===== src/rtl/hier_child_sequencer.sv =====
// Start/wait controller for one hierarchy node: issues start pulses to enabled children
// sequentially (index order) or all at once, with per-child or per-run timeout reporting.
module hier_child_sequencer #(
    parameter int  NUM_CHILD = 5,
    parameter int  TIMEOUT_W = 8,
    localparam int IDX_W     = (NUM_CHILD > 1) ? $clog2(NUM_CHILD) : 1
) (
    input  logic                 clk,
    input  logic                 rst,
    input  logic                 start_i,
    input  logic                 mode_i,
    input  logic [NUM_CHILD-1:0] enable_mask_i,
    input  logic [TIMEOUT_W-1:0] timeout_cfg_i,
    output logic [NUM_CHILD-1:0] child_start_o,
    input  logic [NUM_CHILD-1:0] child_done_i,
    output logic                 busy_o,
    output logic                 done_o,
    output logic [NUM_CHILD-1:0] status_o,
    output logic [IDX_W-1:0]     cur_idx_o
);

    localparam int PTR_W = IDX_W + 1;

    typedef enum logic [2:0] {
        IDLE,
        SCAN,
        ISSUE,
        WAIT,
        FINISH
    } state_t;

    state_t               state, state_n;
    logic                 mode, mode_n;
    logic [NUM_CHILD-1:0] mask, mask_n;
    logic [TIMEOUT_W-1:0] limit, limit_n;
    logic [TIMEOUT_W-1:0] cnt, cnt_n;
    logic [PTR_W-1:0]     ptr, ptr_n;
    logic [IDX_W-1:0]     cur, cur_n;
    logic [NUM_CHILD-1:0] sticky, sticky_n;
    logic [NUM_CHILD-1:0] status, status_n;

    logic                 found;
    logic [IDX_W-1:0]     found_idx;
    logic [NUM_CHILD-1:0] cur_onehot;
    logic [TIMEOUT_W-1:0] cnt_inc;
    logic                 timeout_hit;
    logic                 seq_done;
    logic [NUM_CHILD-1:0] par_sticky;
    logic                 par_all_done;
    logic [PTR_W-1:0]     ptr_adv;

    // Pointer is one bit wider than the index so that "past the last child" is representable
    // and terminates the run instead of wrapping back to child 0.
    always_comb begin
        found     = 1'b0;
        found_idx = '0;
        for (int i = 0; i < NUM_CHILD; i++) begin
            if (!found && mask[i] && (PTR_W'(i) >= ptr)) begin
                found     = 1'b1;
                found_idx = IDX_W'(i);
            end
        end
    end

    always_comb begin
        cur_onehot = '0;
        for (int i = 0; i < NUM_CHILD; i++) begin
            cur_onehot[i] = (cur == IDX_W'(i));
        end
    end

    assign cnt_inc      = cnt + TIMEOUT_W'(1);
    assign timeout_hit  = (limit != '0) && (cnt_inc == limit);
    assign seq_done     = |(child_done_i & cur_onehot);
    assign par_sticky   = sticky | (child_done_i & mask);
    assign par_all_done = ((par_sticky & mask) == mask);
    assign ptr_adv      = {1'b0, cur} + PTR_W'(1);

    always_comb begin
        state_n       = state;
        mode_n        = mode;
        mask_n        = mask;
        limit_n       = limit;
        cnt_n         = cnt;
        ptr_n         = ptr;
        cur_n         = cur;
        sticky_n      = sticky;
        status_n      = status;
        child_start_o = '0;

        case (state)
            IDLE: begin
                cur_n = '0;
                if (start_i) begin
                    mode_n   = mode_i;
                    mask_n   = enable_mask_i;
                    limit_n  = timeout_cfg_i;
                    status_n = '0;
                    ptr_n    = '0;
                    state_n  = SCAN;
                end
            end

            SCAN: begin
                if (mode) begin
                    state_n = (|mask) ? ISSUE : FINISH;
                end else if (found) begin
                    cur_n   = found_idx;
                    state_n = ISSUE;
                end else begin
                    state_n = FINISH;
                end
            end

            ISSUE: begin
                child_start_o = mode ? mask : cur_onehot;
                cnt_n         = '0;
                sticky_n      = '0;
                state_n       = WAIT;
            end

            WAIT: begin
                cnt_n = cnt_inc;
                if (!mode) begin
                    // A done arriving in the limit cycle takes precedence over the timeout.
                    if (seq_done) begin
                        ptr_n   = ptr_adv;
                        state_n = SCAN;
                    end else if (timeout_hit) begin
                        status_n = status | cur_onehot;
                        ptr_n    = ptr_adv;
                        state_n  = SCAN;
                    end
                end else begin
                    sticky_n = par_sticky;
                    if (par_all_done) begin
                        state_n = FINISH;
                    end else if (timeout_hit) begin
                        status_n = mask & ~par_sticky;
                        state_n  = FINISH;
                    end
                end
            end

            FINISH: begin
                cur_n   = '0;
                state_n = IDLE;
            end

            default: begin
                state_n = IDLE;
            end
        endcase
    end

    always_ff @(posedge clk) begin
        if (rst) begin
            state  <= IDLE;
            mode   <= 1'b0;
            mask   <= '0;
            limit  <= '0;
            cnt    <= '0;
            ptr    <= '0;
            cur    <= '0;
            sticky <= '0;
            status <= '0;
        end else begin
            state  <= state_n;
            mode   <= mode_n;
            mask   <= mask_n;
            limit  <= limit_n;
            cnt    <= cnt_n;
            ptr    <= ptr_n;
            cur    <= cur_n;
            sticky <= sticky_n;
            status <= status_n;
        end
    end

    assign busy_o    = (state != IDLE);
    assign done_o    = (state == FINISH);
    assign status_o  = status;
    assign cur_idx_o = cur;

endmodule


===== config.mk =====
export PLATFORM = sky130hd
export DESIGN_NAME = hier_child_sequencer
export DESIGN_NICKNAME = d
export VERILOG_FILES = /design/src/rtl/hier_child_sequencer.sv
export SDC_FILE = /design/constraint.sdc
export NUM_CORES = 1
export LEC_CHECK = 0
export CAP_MARGIN = 20
export CORE_ASPECT_RATIO = 1.5
export CORE_UTILIZATION = 35
export CTS_CLUSTER_DIAMETER = 40
export DETAILED_ROUTE_END_ITERATION = 10
export PLACE_DENSITY = 0.68
export SYNTH_ARGS = -nofsm -noshare
export SYNTH_HDL_FRONTEND = slang
export SYNTH_SLANG_ARGS = --single-unit

===== constraint.sdc =====
create_clock -name clk -period 2.1 [get_ports clk]
set_input_delay 0.42 -clock clk [delete_from_list [all_inputs] [get_ports clk]]
set_output_delay 0.42 -clock clk [all_outputs]
set_load 0.02 [all_outputs]

==> reports/metrics.yaml, run 1 <==
powerDensity_mw_per_mm2: 623.6
die_width_um: 69.03
yosysWarnings: 0
cp-start-kind: "flip-flop"
cts_hold_buf: 0
setup_tns_ns: 0
clock_sinks: 42
fin_ws_ns: 0.02310
area_growth_pct: 37.19
finalClockSkew_ns: 0.005167
syn_avg_cell_area_sq_um: 7.608
cts.clk_slew.worst_paths_ns: 0.08
arrival_ns: 2.29
final_cell_mix: "nand2_1, buf_4, a21oi_1, dfxtp_1, clkdlybuf4s50_1"
dieArea_sq_mm: 0.007078
hold_end: "status_o[3]"
tightest_slew_ns: 0.5042
drc: 0
cts_tree: "done"
fp.coreArea_sq_mm: 0.006486
hp-class: "reg -> reg"
final_hold_viol_count: 0
clock_tree.buffer_depth: 2
grt_pass1_vias: 2469
dp_cells: 443
fin_nets: 403
drv_cap: 0
synthesis.nets: 338
detailed_place_hpwl_mm: 5.408
synthMuxAreaShare_pct: 1.273
hold-worst-slack_ns: 0.4815
cp_max_fo: 5
placed_area_sq_mm: 0.003033
cts_buffers: 5
setup_viol: 0
slowest_stage: "dfxtp_4"
layout_commonest_cell: "nand2_1"
yosysSeqAreaShare_pct: 35.65
finalPower_mw: 2.018
fmax_mhz: 481.5
synth_top_family_by_area: "simple AND/OR/NAND/NOR gates"
final_cells: 452
row_count: 36
synth_cell_types: 47
h-tree-depth: 2
start_util_pct: 36.36
r2r_start: "cnt[0]"
diodes: 0
dr.first_iter.drc_count: 114
synthXorXnorAreaFrac_pct: 2.971
whs_path_depth: 2
firstDrtPassIters: 4
hp-start: "status_o[3]"
final_area_sq_mm: 0.003236
yosys.area_share.simple_pct: 27.80
clk_latency_ns: 0.28
wirelength_mm: 7.121
status: "finished clean"
worstPathRequired_ns: 2.32
netlist_area_sq_mm: 0.002359
cts-root-buf: "clkbuf_8"
cp_slowest_stage_delay_ns: 0.37
rsz0062_at_grt: "true"
p_leak_nw: 1.236
vias: 2541
ant_nets: 0
track_usage_pct: 20.15
post-route-period-util_pct: 98.90
io_pins: 37
drive_gt1_share_pct: 20.48
gp_congestion: 0.8987
path_cells: "ha_4 -> xor2_1 -> a211o_1 -> a211oi_2 -> buf_4 -> and4_4 -> nand4_1 -> a21oi_1"
rrSetupSlack_ns: 0.02
antenna_found_initial: 0
viasPerCell: 5.622
numPortBuffers: 36
synth-seq-cells: 42
maxSlewHeadroom_pct: 66.03
critPathKind: "reg -> reg"
synth_compound_area_share_pct: 24.40
fin_crit_ns: 2.077
timing.rr.end: "status_o[0]"
die_y_um: 102.5
grt_pass1_wl_mm: 11.39
ir_worst_vdd_uv: 309.8
synthCells: 310
wl_per_cell_um: 15.75
drv_slew: 0
fin_util_pct: 49.88
synthAdderAreaFrac_pct: 3.183
crit_path_end_kind: "flip-flop"
grt_max_degree: 26
dp_slack_ns: -0.2010
reg2reg_depth: 8
globalRoute.totalOverflow: 0
## sequential cells by signal (all words and copies together), names as in the netlist
signal / flops
limit: 8
state: 3
status_o: 5
cnt: 8
mask: 5
sticky: 5
cur_idx_o: 3
mode: 1
ptr: 4
## area by class of cell
type	count	area, sq um
sequential	42	857.1
clock inverter	1	30.03
tap	76	95.09
timing repair buffer	75	654.4
clock buffer	7	76.32
inverter	12	45.04
multi-input combinational	239	1478
fill	643	3251
## kinds of logic after synthesis
logic type,count (synthesis)
simple gates,133
fa+ha+maj,6
xor+xnor,8
flops,42
mux,3
buf+inv,29
compound gates,89
## power by group
group          switching [mW]  internal (mW)  leakage, nW
registers              0.0471          0.828        0.345
clock network           0.267          0.356       0.0524
logic                   0.279          0.241        0.839
total                   0.593           1.42         1.24
## routing by layer
layer | vias up | global-route usage [%] | share of wire (%)
li1 | 1237 | - | -
met1 | 1233 | 20.66 | 40
met2 | 57 | 40.18 | 54
met3 | 14 | 2.639 | 3.2
met4 | 0 | 9.419 | 2.5
met5 | - | 0 | 0
## critical path, delay by kind of cell (launching register included)
kind	cells	cell delay [ns]
adder cells (fa/ha/maj)	1	0.24
XOR/XNOR	1	0.14
AO/OA/AOI/OAI	3	0.72
flip-flops	1	0.37
AND/OR/NAND/NOR	2	0.36
buffers and inverters	1	0.17
## cells in the mapped netlist, drive strengths merged
library cell | count | area share, %
nor2b | 6 | 1.6
and3 | 4 | 1.3
clkbuf | 15 | 2.4
nand2 | 42 | 6.7
o22a | 1 | 0.37
a32oi | 6 | 2.2
nand3b | 1 | 0.32
nand2b | 2 | 0.53
or3b | 4 | 1.5
and4 | 1 | 0.37
a211o | 1 | 0.37
nor3 | 11 | 2.3
inv | 12 | 1.9
a21boi | 1 | 0.32
xnor2 | 4 | 1.5
and2 | 2 | 0.53
o211ai | 2 | 0.64
a211oi | 3 | 1.2
dfxtp | 42 | 36
nand3 | 13 | 2.8
or3 | 4 | 1.1
nor4 | 3 | 0.80
a21oi | 38 | 8.1
nand4 | 7 | 2.1
buf | 2 | 0.42
o31ai | 2 | 0.64
a31o | 1 | 0.37
a21o | 1 | 0.32
a32o | 3 | 1.3
a22oi | 3 | 0.95
ha | 6 | 3.2
a222oi | 1 | 0.42
nor2 | 28 | 4.5
a31oi | 3 | 0.80
o311a | 1 | 0.42
o221a | 1 | 0.48
nor3b | 3 | 0.95
mux2i | 3 | 1.3
o21a | 6 | 1.9
o21ai | 13 | 2.9
o31a | 2 | 0.74
xor2 | 4 | 1.5
or2 | 2 | 0.53
## worst max-delay path by stage
stage                     slack, ns           to            start
after global placement        -0.12  status_o[3]  child_done_i[0]
final                          0.02  status_o[0]           cnt[0]
after global routing          -0.12  status_o[4]     cur_idx_o[1]
after CTS                     0.005       busy_o         state[2]
after floorplan                0.06  status_o[0]     cur_idx_o[0]
after detailed placement      -0.20  status_o[4]  child_done_i[1]
## repair_timing
action                     CTS  global route
gates resized for setup     24            18
pin swaps                    2            11
buffers inserted             0             1
setup endpoints to repair   15            14
Note: power is estimated with default switching activity, not from simulation.
==> run 2: changes to the inputs <==
--- a/config.mk
+++ b/config.mk
@@ -7,6 +7,7 @@
 export LEC_CHECK = 0
 export CAP_MARGIN = 20
 export CORE_ASPECT_RATIO = 1.5
+export CORE_MARGIN = 1.5
 export CORE_UTILIZATION = 35
 export CTS_CLUSTER_DIAMETER = 40
 export DETAILED_ROUTE_END_ITERATION = 10
==> reports/metrics.yaml, run 2 (synthesized netlist as in run 1, its figures left out) <==
path_cells: "inv_4 -> ha_4 -> a222oi_1 -> o21a_1 -> o221a_4 -> and4_4 -> o21ai_0 -> a21oi_1"  # was ha_4 -> xor2_1 -> a211o_1 -> a211oi_2 -> buf_4 -> and4_4 -> nand4_1 -> a21oi_1
clock_tree.buffer_depth: 2  # unchanged
die_y_um: 103.5  # was 102.5 um
cp_max_fo: 5  # unchanged
grt_max_degree: 25  # was 26
dp_slack_ns: -0.1793  # was -0.2010 ns
critPathKind: "reg -> reg"  # unchanged
powerDensity_mw_per_mm2: 660.9  # was 623.6 mW/mm^2
die_width_um: 70.03  # was 69.03 um
globalRoute.totalOverflow: 0  # unchanged
drive_gt1_share_pct: 23.16  # was 20.48%
cts_hold_buf: 0  # unchanged
drv_slew: 0  # unchanged
status: "finished clean"  # unchanged
p_sw_uw: 633.3  # was 592.9 uW
start_util_pct: 36.36  # unchanged
maxSlewHeadroom_pct: 60.66  # was 66.03%
numPortBuffers: 36  # unchanged
fmax_mhz: 486.3  # was 481.5 MHz
rsz0062_at_grt: "true"  # unchanged
setup_tns_ns: 0  # unchanged
final_cells: 456  # was 452
ant_nets: 0  # unchanged
setup_viol: 0  # unchanged
cts.clk_slew.worst_paths_ns: 0.08  # about the same
drc: 0  # unchanged
gp_congestion: 0.9194  # was 0.8987
arrival_ns: 2.28  # was 2.29 ns
dp_cells: 445  # was 443
cts_tree: "done"  # unchanged
fin_ws_ns: 0.04381  # was 0.02310 ns
firstDrtPassIters: 4  # unchanged
combPwrFrac_pct: 23.8  # was 25.7%
hp-class: "reg -> reg"  # unchanged
grt_pass1_wl_mm: 11.96  # was 11.39 mm
multi_input_area_sq_mm: 0.001494  # was 0.001478 sq mm
seq_power_share_pct: 40.3  # was 43.4%
regArea_sq_um: 857.1  # unchanged
ir_worst_vdd_uv: 361.8  # was 309.8 uV
post-route-period-util_pct: 97.91  # was 98.90%
cp-start-kind: "flip-flop"  # unchanged
cts_buffers: 5  # unchanged
final_cell_mix: "buf_4, nand2_1, a21oi_1"  # was nand2_1, buf_4, a21oi_1, dfxtp_1, clkdlybuf4s50_1
layout_commonest_cell: "buf_4"  # was nand2_1
viasPerCell: 5.568  # was 5.622
wirelength_mm: 7.208  # was 7.121 mm
worstPathRequired_ns: 2.33  # was 2.32 ns
antenna_found_initial: 0  # unchanged
cp_slowest_stage_delay_ns: 0.44  # was 0.37 ns
fp.coreArea_sq_mm: 0.006486  # unchanged
p_leak_nw: 1.264  # was 1.236 nW
dieArea_sq_mm: 0.007250  # was 0.007078 sq mm
top_regs: "cnt: 8 flops, limit: 8 flops"  # unchanged
switching_share_pct: 29.08  # was 29.38%
diodes: 0  # unchanged
final_area_sq_mm: 0.003296  # was 0.003236 sq mm
dr.first_iter.drc_count: 135  # was 114
fin_nets: 407  # was 403
wl_per_cell_um: 15.81  # was 15.75 um
fill_cells: 654  # was 643
drv_cap: 0  # unchanged
placed_area_sq_mm: 0.003048  # was 0.003033 sq mm
clock_sinks: 42  # unchanged
finalPower_mw: 2.178  # was 2.018 mW
fin_crit_ns: 2.056  # was 2.077 ns
clockPowerShare_pct: 35.9  # was 30.9%
h-tree-depth: 2  # unchanged
detailed_place_hpwl_mm: 5.463  # was 5.408 mm
clk_latency_ns: 0.30  # was 0.28 ns
grt_pass1_vias: 2455  # was 2469
row_count: 36  # unchanged
finalClockSkew_ns: 0.01275  # was 0.005167 ns
cts-root-buf: "clkbuf_8"  # unchanged
slowest_stage: "a222oi_1"  # was dfxtp_4
p_int_mw: 1.545  # was 1.425 mW
area_growth_pct: 39.73  # was 37.19%
tightest_slew_ns: 0.5893  # was 0.5042 ns
track_usage_pct: 20.30  # was 20.15%
final_hold_viol_count: 0  # unchanged
vias: 2539  # was 2541
crit_path_end_kind: "flip-flop"  # unchanged
io_pins: 37  # unchanged
-- run 2: area by class of cell --
cell class,count,area share (%)
clock buffer,5,2.088
clock inverter,3,2.088
inverter,12,1.443
multi-input combinational,239,45.33
sequential,42,26.01
tap,76,2.885
timing repair buffer,79,20.16
-- run 2: power groups by stage --
stage,Combinational (mW),Clock (mW),Sequential (mW)
6_report,0.518,0.782,0.878
5_1_grt,0.569,0.820,0.886
4_1_cts,0.495,0.786,0.879
3_5_place_dp,0.497,0,0.897
3_3_place_gp,0.494,0,0.896
2_1_floorplan,0.303,0,0.881
-- run 2: final timing paths --
check | start | endpoint | slack (ns) | cells past startpoint
max reg2reg | cur_idx_o[1] | status_o[3] | 0.04 | 8
min reg2reg | status_o[3] | status_o[3] | 0.47 | 2
min | status_o[3] | status_o[3] | 0.47 | 2
max | cur_idx_o[1] | status_o[3] | 0.04 | 8
-- run 2: metal layers --
| layer | vias up | GRT usage [%] | share of wire (%) |
|---|---|---|---|
| li1 | 1251 | - | - |
| met4 | 0 | 8.104 | 2.1 |
| met3 | 14 | 2.626 | 2.6 |
| met1 | 1215 | 22.82 | 40 |
| met2 | 59 | 37.76 | 56 |
| met5 | - | 0 | 0 |
-- run 2: worst max-delay path: cells and delay by family (launching register included) --
kind | cells | cell delay (ns)
and+or+nand+nor | 1 | 0.26
adders and majority gates | 1 | 0.16
DFF | 1 | 0.39
buffers and inverters | 1 | 0.05
AOI/OAI and AO/OA | 5 | 1.13
-- run 2: what timing repair did --
action / CTS / global route
pin swaps: 2 / 8
gates resized for setup: 19 / 32
buffers inserted: 0 / 3
endpoints found under the setup margin: 18 / 16
-- run 2: metrics by stage --
step / utilization, % / hold WS, ns
4_1_cts: 49.40 / 0.4748
2_1_floorplan: - / 0.4459
6_report: 50.81 / 0.4697
3_3_place_gp: 46.99 / 0.4656
5_1_grt: 50.81 / 0.5204
3_5_place_dp: 46.99 / 0.4628
==> run 3: changes to the inputs <==
--- a/config.mk
+++ b/config.mk
@@ -7,10 +7,10 @@
 export LEC_CHECK = 0
 export CAP_MARGIN = 20
 export CORE_ASPECT_RATIO = 1.5
-export CORE_MARGIN = 1.5
 export CORE_UTILIZATION = 35
 export CTS_CLUSTER_DIAMETER = 40
 export DETAILED_ROUTE_END_ITERATION = 10
+export GPL_TIMING_DRIVEN = 0
 export PLACE_DENSITY = 0.68
 export SYNTH_ARGS = -nofsm -noshare
 export SYNTH_HDL_FRONTEND = slang
==> constraint.sdc (replaced) <==
create_clock -name clk -period 2.1 [get_ports clk]
set_input_delay 0.42 -clock clk [delete_from_list [all_inputs] [get_ports clk]]
set_output_delay 0.42 -clock clk [all_outputs]
set_load 0.1 [all_outputs]
==> reports/metrics.yaml, run 3 (synthesized netlist as in run 1, its figures left out) <==
status: "finished clean"  # unchanged
hold_end: "status_o[3]"  # unchanged
p_leak_nw: 1.211  # was 1.264 nW
drive_gt1_share_pct: 21.76  # was 23.16%
numPortBuffers: 36  # unchanged
rrSetupSlack_ns: 0.03  # was 0.04 ns
cp-start-kind: "flip-flop"  # unchanged
powerDensity_mw_per_mm2: 628.8  # was 660.9 mW/mm^2
grt_max_degree: 20  # was 25
detailed_place_hpwl_mm: 5.063  # was 5.463 mm
setup_viol: 0  # unchanged
finalClockSkew_ns: 0.005649  # was 0.01275 ns
die_width_um: 69.03  # was 70.03 um
cts_tree: "done"  # unchanged
wl_per_cell_um: 16.28  # was 15.81 um
ir_worst_vdd_uv: 245.2  # was 361.8 uV
fin_crit_ns: 2.067  # was 2.056 ns
placed_area_sq_mm: 0.002869  # was 0.003048 sq mm
r2r_start: "cur_idx_o[1]"  # unchanged
final_area_sq_mm: 0.003256  # was 0.003296 sq mm
vias: 2497  # was 2539
worstPathRequired_ns: 2.34  # was 2.33 ns
fill_cells: 647  # was 654
reg2reg_depth: 8  # unchanged
finalPower_mw: 2.047  # was 2.178 mW
fin_nets: 390  # was 407
firstDrtPassIters: 4  # unchanged
layout_commonest_cell: "nand2_1"  # was buf_4
crit_path_end_kind: "flip-flop"  # unchanged
viasPerCell: 5.688  # was 5.568
critPathKind: "reg -> reg"  # unchanged
drv_cap: 0  # unchanged
area_growth_pct: 38.04  # was 39.73%
globalRoute.totalOverflow: 0  # unchanged
final_hold_viol_count: 0  # unchanged
top_regs: "cnt: 8 flops, limit: 8 flops"  # unchanged
clock_tree.buffer_depth: 2  # unchanged
fp.coreArea_sq_mm: 0.006486  # unchanged
track_usage_pct: 19.70  # was 20.30%
drc: 0  # unchanged
wirelength_mm: 7.148  # was 7.208 mm
row_count: 36  # unchanged
io_pins: 37  # unchanged
final_cell_mix: "nand2_1, a21oi_1, dfxtp_1"  # was buf_4, nand2_1, a21oi_1
antenna_found_initial: 0  # unchanged
diodes: 0  # unchanged
gp_congestion: 0.8657  # was 0.9194
cts_buffers: 5  # unchanged
h-tree-depth: 2  # unchanged
timing.rr.end: "status_o[1]"  # was status_o[3]
hp-class: "reg -> reg"  # unchanged
dr.first_iter.drc_count: 163  # was 135
whs_path_depth: 2  # unchanged
hp-start: "status_o[3]"  # unchanged
clock_sinks: 42  # unchanged
cts-root-buf: "clkbuf_8"  # unchanged
cp_max_fo: 5  # unchanged
drv_slew: 0  # unchanged
post-route-period-util_pct: 98.41  # was 97.91%
clk_latency_ns: 0.30  # about the same
tightest_slew_ns: 0.9534  # was 0.5893 ns
maxSlewHeadroom_pct: 36.69  # was 60.66%
grt_pass1_vias: 2330  # was 2455
arrival_ns: 2.30  # was 2.28 ns
die_y_um: 102.5  # was 103.5 um
setup_tns_ns: 0  # unchanged
grt_pass1_wl_mm: 10.97  # was 11.96 mm
dieArea_sq_mm: 0.007078  # was 0.007250 sq mm
rsz0062_at_grt: "true"  # unchanged
cts.clk_slew.worst_paths_ns: 0.08  # about the same
fmax_mhz: 483.9  # was 486.3 MHz
start_util_pct: 36.36  # unchanged
ant_nets: 0  # unchanged
## run 3: worst max path at each step
stage / end / slack, ns / start / cells after the start
after floorplan: status_o[0] / 0.0005 / cur_idx_o[1] / 8
after global placement: child_start_o[3] / -0.96 / mode / 6
after detailed placement: child_start_o[3] / -0.97 / state[1] / 7
after CTS: ptr[2] / -0.007 / cnt[3] / 7
after global routing: status_o[1] / -0.11 / cur_idx_o[1] / 8
final: status_o[1] / 0.03 / cur_idx_o[1] / 8
## run 3: area by class of cell
cell class	instances	area [sq um]	share of cell area, %
well taps	76	95.09	2.921
clock buffers	6	82.58	2.537
clock inverters	2	12.51	0.3843
multi-input cells	239	1553	47.69
inverters	12	48.80	1.499
flip-flops and latches	42	860.8	26.44
repair buffers	48	491.7	15.10
plain buffers	14	111.4	3.420
## run 3: per-layer routing
layer,routed length [um],GRT usage [%]
met2,3817,36.52
met5,0,0
met1,2710,21.27
met3,347,3.226
met4,272,11.15
## run 3: what timing repair did
action,CTS,global route
setup endpoints to repair,24,24
pin swaps,3,13
resized for setup,86,26
hold buffers,0,0
setup buffers,7,5
## run 3: critical path: stages (launching register included)
cell        delay, ns
dfxtp_4          0.38
clkinvlp_4       0.14
ha_4             0.20
a222oi_1         0.37
o21a_1           0.19
o221a_4          0.21
and4_4           0.26
nand4_1          0.10
a21oi_1          0.13
## run 3: through the flow
step                hold WS (ns)  utilization (%)  setup slack (ns)  instances
floorplan                 0.4459                -         0.0004938        310
global placement          0.4383            44.23           -0.9564        422
detailed placement        0.4444            44.23           -0.9667        422
CTS                       0.4556            48.26         -0.006817        435
global route              0.5007            50.19           -0.1146        439
finish                    0.4584            50.19           0.03344        439
## run 3: where the power goes
part	leakage [nW]	internal, mW	total, mW	switching (mW)
combinational	0.818	0.241	0.596	0.355
sequential	0.346	0.829	0.892	0.0629
clock	0.0472	0.264	0.559	0.294
total	1.21	1.34	2.05	0.712
